## config.mk

```make
export PLATFORM = sky130hd
export DESIGN_NAME = redmule_z_drain
export DESIGN_NICKNAME = d
export VERILOG_FILES = /design/src/rtl/redmule_pkg.sv /design/src/rtl/redmule_z_drain.sv
export SDC_FILE = /design/constraint.sdc
export NUM_CORES = 1
export LEC_CHECK = 0
export CELL_PAD_IN_SITES_DETAIL_PLACEMENT = 1
export CELL_PAD_IN_SITES_GLOBAL_PLACEMENT = 1
export CORE_ASPECT_RATIO = 1.4
export CORE_MARGIN = 4
export CORE_UTILIZATION = 53
export CTS_BUF_LIST = sky130_fd_sc_hd__clkbuf_2
export CTS_CLUSTER_SIZE = 16
export DETAILED_ROUTE_END_ITERATION = 12
export GPL_TIMING_DRIVEN = 1
export HOLD_SLACK_MARGIN = 0.15
export PLACE_DENSITY_LB_ADDON = 0.1
export SLEW_MARGIN = 20
export SYNTH_ARGS = -nofsm -noshare
export SYNTH_HDL_FRONTEND = slang
export SYNTH_SLANG_ARGS = --single-unit
```

## constraint.sdc

```tcl
create_clock -name clk_i -period 6.8 [get_ports clk_i]
set_input_delay 1.7 -clock clk_i [delete_from_list [all_inputs] [get_ports clk_i]]
set_output_delay 1.7 -clock clk_i [all_outputs]
set_load 0.05 [all_outputs]
```

## src/rtl/redmule_pkg.sv

```systemverilog
// redmule_pkg: types shared between the Z drain buffer and redmule_ctrl
package redmule_pkg;

    typedef struct packed {
        logic full;
        logic empty;
    } z_buffer_flgs_t;

endpackage

```

## src/rtl/redmule_z_drain.sv

```systemverilog
// redmule_z_drain: buffers up to Height result rows per tile, then streams them out in order
module redmule_z_drain
    import redmule_pkg::*;
#(
    parameter int unsigned Width  = 8,
    parameter int unsigned Height = 4,
    parameter int unsigned DataW  = 16
) (
    input  logic                         clk_i,
    input  logic                         rst_ni,
    input  logic                         clear_i,
    input  logic                         clk_en_i,
    input  logic                         fill_i,
    input  logic [Width*DataW-1:0]       z_i,
    input  logic [$clog2(Height+1)-1:0]  store_rows_i,
    output logic [Width*DataW-1:0]       z_o,
    output logic                         z_valid_o,
    input  logic                         z_ready_i,
    output z_buffer_flgs_t               flgs_o,
    output logic                         overflow_o
);

    localparam int unsigned RW = $clog2(Height+1);
    localparam int unsigned PW = Height > 1 ? $clog2(Height) : 1;
    localparam int unsigned ZW = Width*DataW;

    typedef enum logic [1:0] {IDLE, FILL, DRAIN} state_e;

    state_e        state_q;
    logic [PW-1:0] wr_ptr_q, rd_ptr_q;
    logic [RW-1:0] rows_q, rows_d;
    logic          overflow_q;
    logic [ZW-1:0] row_q [Height];
    logic          fill_en, acc, hs, last_wr, last_rd;

    always_comb begin
        fill_en = fill_i && clk_en_i;
        acc     = fill_en && state_q != DRAIN;
        hs      = state_q == DRAIN && z_ready_i;
        // The tile length is sampled only on the first fill; afterwards the latched value rules
        rows_d  = state_q != IDLE ? rows_q : store_rows_i == '0 ? RW'(Height) : store_rows_i;
        last_wr = acc && RW'(wr_ptr_q) == rows_d - RW'(1);
        last_rd = hs && RW'(rd_ptr_q) == rows_q - RW'(1);
    end

    always_ff @(posedge clk_i or negedge rst_ni) begin
        if (!rst_ni) begin
            state_q    <= IDLE;
            wr_ptr_q   <= '0;
            rd_ptr_q   <= '0;
            rows_q     <= '0;
            overflow_q <= 1'b0;
        end else if (clear_i) begin
            state_q    <= IDLE;
            wr_ptr_q   <= '0;
            rd_ptr_q   <= '0;
            rows_q     <= '0;
            overflow_q <= 1'b0;
        end else begin
            if (acc) begin
                rows_q   <= rows_d;
                wr_ptr_q <= last_wr ? wr_ptr_q : wr_ptr_q + PW'(1);
                state_q  <= last_wr ? DRAIN : FILL;
            end
            if (hs) begin
                rd_ptr_q <= last_rd ? '0 : rd_ptr_q + PW'(1);
                if (last_rd) begin
                    wr_ptr_q <= '0;
                    state_q  <= IDLE;
                end
            end
            if (fill_en && state_q == DRAIN) overflow_q <= 1'b1;
        end
    end

    // Row data survives a soft clear; only a hard reset zeroes it
    always_ff @(posedge clk_i or negedge rst_ni) begin
        if (!rst_ni) begin
            for (int i = 0; i < Height; i++) row_q[i] <= '0;
        end else if (!clear_i && acc) begin
            row_q[wr_ptr_q] <= z_i;
        end
    end

    assign z_valid_o  = state_q == DRAIN;
    assign z_o        = z_valid_o ? row_q[rd_ptr_q] : '0;
    assign flgs_o     = '{full: state_q == DRAIN, empty: state_q == IDLE};
    assign overflow_o = overflow_q;

endmodule

```

# == Word-level counts from Yosys, hierarchy flattened ==
# Index checks and enable logic that the tools add are counted.
# word_totals
ff_bits,522
# classes
magnitude_cmp,3
n_addsub,4
n_reduce_logical,15
bitwise_logic,2
n_mux,26
n_eq_ne,4
# ops
op,n
$bwmux W512,1
$mux W128,4
$bmux W128 S2,1
$demux W128 S2,1
$mux W2,13
$mux W3,4
$logic_and A1 B1 Y1,8
$reduce_bool A2 Y1,4
$eq A2 B3 Y1,2
$ge A3 B3 Y1 const B,2
$not A2 Y3,2
$sub A3 B1 Y3 const B,2
$add A2 B1 Y2 const B,2
$logic_not A3 Y1,1
$lt A3 B1 Y1 const B,1
$eq A2 B2 Y1 const B,1
$logic_not A2 Y1,1
$mux W1,2
$ne A2 B2 Y1 const B,1
$logic_not A1 Y1,1

# == Depth between registers and ports, before layout ==
# logic_depth
depth_word,11
depth_mapped,8
ltp_nobuf,7

# == Least setup slack after synthesis ==
# OpenSTA, ideal clock, no wires.
# synth_path
kind,flip-flop to output port
from,register rd_ptr_q[0]
to,output port z_o[10]
t_arrival_ns,1.800
slack_ns,3.300
required_ns,5.100
path_buffers,3
stages_incl_launch_ff,6
cell_sequence,dfrtp_1 clkbuf_1 buf_2 buf_2 mux4_2 and2_1
# synth_between
elab_chain_len,5
# synth_lines
element,line,source
from (decl),redmule_z_drain.sv:30,"logic [PW-1:0] wr_ptr_q, rd_ptr_q;"
from (signal assigned),redmule_z_drain.sv:66,rd_ptr_q <= last_rd ? '0 : rd_ptr_q + PW'(1);
$not A2 Y3 (implied by the code),redmule_z_drain.sv:86,assign z_o = z_valid_o ? row_q[rd_ptr_q] : '0;
$bmux W128 S2,redmule_z_drain.sv:86,
$mux W128 (implied by the code) (2 in a row),redmule_z_drain.sv:86,
$mux W128,redmule_z_drain.sv:86,
to (decl),redmule_z_drain.sv:16,"output logic [Width*DataW-1:0] z_o,"
# Every way passes these cells. The select of a mux whose other input is x is not followed.

# == Final worst setup path ==
# layout_path
from,register rd_ptr_q[0]
to,output port z_o[43]
# Same word-level chain as after synthesis.

==> summary.txt <==
Timing
  – Final Hold Viols: 0
  – Max Clock Skew: 0.0494 ns
  – RSZ-0062 raised after global routing: false
  – Worst setup margin: 1.11 ns
  – Setup TNS: 0 ns
  – Finish-stage setup viols: 0
  – Crit path time final: 5.69 ns
  – Slew Viols, Final: 0
  – Rel. slew slack: 0.271
  – Worst Tran Pin Value: 1.09 ns
  – Final Cycle Share: 0.837
  – Max Fclk: 176 MHz

Global routing
  – Antenna violations before repair: 9
  – All-Layer GR Usage: 0.236
  – Overflow after GRT: 0
  – Vias in the first global route: 16,183
  – Largest net degree at the start of global routing: 156
  – First-pass GRT wire length: 90,500 um

Drt
  – Initial DRC count: 432
  – Detailed Route WL: 56,300 um
  – Residual DRC: 0
  – Vias: 13,889
  – Routed met3 length: 3080 um
  – M1 WL: 22,300 um
  – Wirelength per Cell: 23.2 um
  – First-pass DRT Iterations: 4
  – Max Used Layer: met5
  – Met2 WL: 29,600 um
  – DRT antenna net count: 0
  – Vias/cell: 5.73

Setup path
  – CP bufs+invs: 2
  – Critical R2R Capture: row_q[465]
  – Worst setup path endpoint: z_o[43]
  – Worst Path Arrival: 3.99 ns
  – CP required: 5.10 ns
  – Reg2reg path depth: 7
  – Top Family by Delay on Critical Path: buffers and inverters
  – CP max FO: 44
  – Crit. End Element: output pin
  – Critical path depth: 4
  – R2r setup slk: 3.45 ns
  – Critical-path top delay cell: dfrtp_4
  – CP Launch Point: rd_ptr_q[0]
  – Largest stage delay, worst path: 1.05 ns
  – Crit Path Class: register to output pin
  – R2R Path Start: state_q[1]
  – Crit start category: register
  – Worst path cell trace: buf_4 -> mux4_2 -> and2_1 -> clkdlybuf4s50_1

Layout
  – # nets final: 1,926
  – Share of cells above drive strength 1: 0.421
  – Area taken by multi-input logic gates: 0.00992 mm2
  – Fill cells: 4,105
  – Sequential cell area: 0.0131 mm2
  – Post-Layout Inst Area: 0.0277 mm2
  – Synth-to-layout area growth: 16.3%

Yosys
  – Post-Synth XOR/XNOR Area: 0.00184
  – Area leader, netlist: dfrtp_1
  – Synth warn: 0
  – Avg Cell Area, Syn: 16.3 um2
  – Cells after synthesis: 1,460
  – Compound-Gate Fraction of Synth Area: 0.00604
  – Synth top area cells: dfrtp_1 55%, mux2_2 20%, mux4_2 12%, mux2_1 4.3%, and2_1 3.4%
  – Simple-gate share of the synthesized area: 0.0412
  – EDFF count, synth: 0
  – Synthesis-stage register bit count: 522
  – Top-area cell type share of the netlist area: 0.548
  – Multiplexer share of the synthesized area: 0.364
  – Seq/Total Area, Yosys: 0.548
  – Ys flop type: dfrtp_1
  – Largest family of logic cells by synthesized area: multiplexers
  – Asr flop ratio synth: 1.00
  – Post-synthesis adder-cell area fraction: 0.00315
  – Synth cell types: 39
  – Synthesized area: 0.0238 mm2
  – Net count after synthesis: 1,603

Clocking
  – Setup Fix Bufs, Post-CTS: 0
  – Num CTS Buffers: 133
  – Root buf cell: clkbuf_2
  – Post_cts resized: 0
  – Max Buffers Root-to-Sink: 3
  – Clock sinks: 522
  – Later-pin clock latency in the skew report: 1.09 ns
  – CTS tree: built
  – H-tree depth: 4
  – Clk slew on worst S/H paths: 0.11 ns
  – Number of hold buffers added after cts: 0

Die
  – Die ar.: 0.0485 mm2
  – CORE AREA: 0.0443 mm2
  – Initial Util: 0.538
  – DIE WIDTH: 187 um
  – # rows: 91
  – DIE HEIGHT: 259 um
  – # IOs: 269

Power
  – Power per cell area: 277 mW/mm2
  – Maximum vdd drop: 0.162 mV
  – Power consumption: 7.66 mW
  – Leak: 12.4 nW

Placement
  – Hpwl dp: 35,000 um
  – Pre-CTS setup slack: 2.08 ns
  – GP Congestion: 0.731
  – Area after DPL: 0.0267 mm2
  – Port Buffers: 268

Worst hold path
  – Hold Crit Class: register to register

Flow run
  – Max Cap Viol: 0

Run status
  – Status: finished, final reports clean
per-layer routing:
metal | track usage | vias to the layer above
met3 | 0.0644 | 95
met5 | 0 | -
met2 | 0.415 | 312
met1 | 0.281 | 7424
li1 | - | 6048
met4 | 0.0849 | 10
how the worst min path moves through the flow:
stage,startpoint,endpoint,slack [ns],cells past startpoint
CTS,row_q[502],row_q[502],0.50,1
detailed placement,row_q[507],row_q[507],0.47,1
finish,row_q[323],row_q[323],0.49,1
global placement,row_q[253],row_q[253],0.46,1
floorplan,row_q[201],row_q[201],0.45,1
global route,row_q[250],row_q[250],0.51,1
metrics by stage:
step / hold slack, ns / utilization / cells
after floorplan: 0.452 / - / 1460
after global placement: 0.461 / 0.602 / 2206
after detailed placement: 0.474 / 0.602 / 2206
after CTS: 0.496 / 0.625 / 2416
after global routing: 0.507 / 0.625 / 2421
final: 0.494 / 0.626 / 2423
placed cells by master (no fill, tap or decap), drive strengths merged:
| cell | n |
|---|---|
| nand3b | 1 |
| a31oi | 1 |
| nand2 | 5 |
| nor3b | 2 |
| o21a | 3 |
| a211o | 1 |
| a41o | 1 |
| clkbuf | 195 |
| xor2 | 3 |
| nor3 | 1 |
| inv | 9 |
| or2 | 1 |
| ha | 6 |
| and2 | 132 |
| a2111oi | 1 |
| and3b | 1 |
| mux2i | 1 |
| o21ai | 2 |
| o311ai | 1 |
| xnor2 | 2 |
| clkdlybuf4s50 | 267 |
| nand3 | 1 |
| o21bai | 2 |
| mux4 | 128 |
| diode | 7 |
| nor2b | 1 |
| o31ai | 2 |
| mux2 | 513 |
| a211oi | 1 |
| clkinv | 11 |
| buf | 23 |
| a21oi | 5 |
| dfrtp | 522 |
| nor2 | 12 |
| nand2b | 1 |
where the power goes:
group	switching, mW	internal [mW]
registers	0.357	3.73
logic	0.660	0.957
clock network	1.21	0.745
total	2.23	5.44
layout make-up:
| cell class | instances | share of cell area |
|---|---|---|
| antenna | 7 | 0.000632 |
| multi-input combinational | 831 | 0.358 |
| clock buffer | 195 | 0.0352 |
| inverter | 5 | 0.000677 |
| sequential | 522 | 0.472 |
| tap | 558 | 0.0252 |
| timing repair buffer | 290 | 0.107 |
| clock inverter | 15 | 0.00203 |
flip-flops by register name, summed over array words and instances (netlist names):
signal      flops
row_q         512
rows_q          3
rd_ptr_q        2
state_q         2
wr_ptr_q        2
overflow_o      1
kinds of logic after synthesis:
group | Yosys count
buffers and inverters | 107
AND/OR/NAND/NOR | 158
AO/OA/AOI/OAI | 20
XOR/XNOR | 5
adder cells (fa/ha/maj) | 6
flip-flops | 522
multiplexers | 642
cells in the mapped netlist, drive strengths merged, types with 2 or more instances:
| cell | n |
|---|---|
| o31ai | 2 |
| o21bai | 2 |
| mux2 | 513 |
| o21ai | 2 |
| xnor2 | 2 |
| nand2 | 5 |
| clkbuf | 23 |
| and2 | 132 |
| xor2 | 3 |
| buf | 79 |
| mux4 | 128 |
| ha | 6 |
| nor2 | 12 |
| o21a | 3 |
| a21oi | 5 |
| inv | 5 |
| nor3b | 2 |
| dfrtp | 522 |
Power figures use the tool's default switching activity.
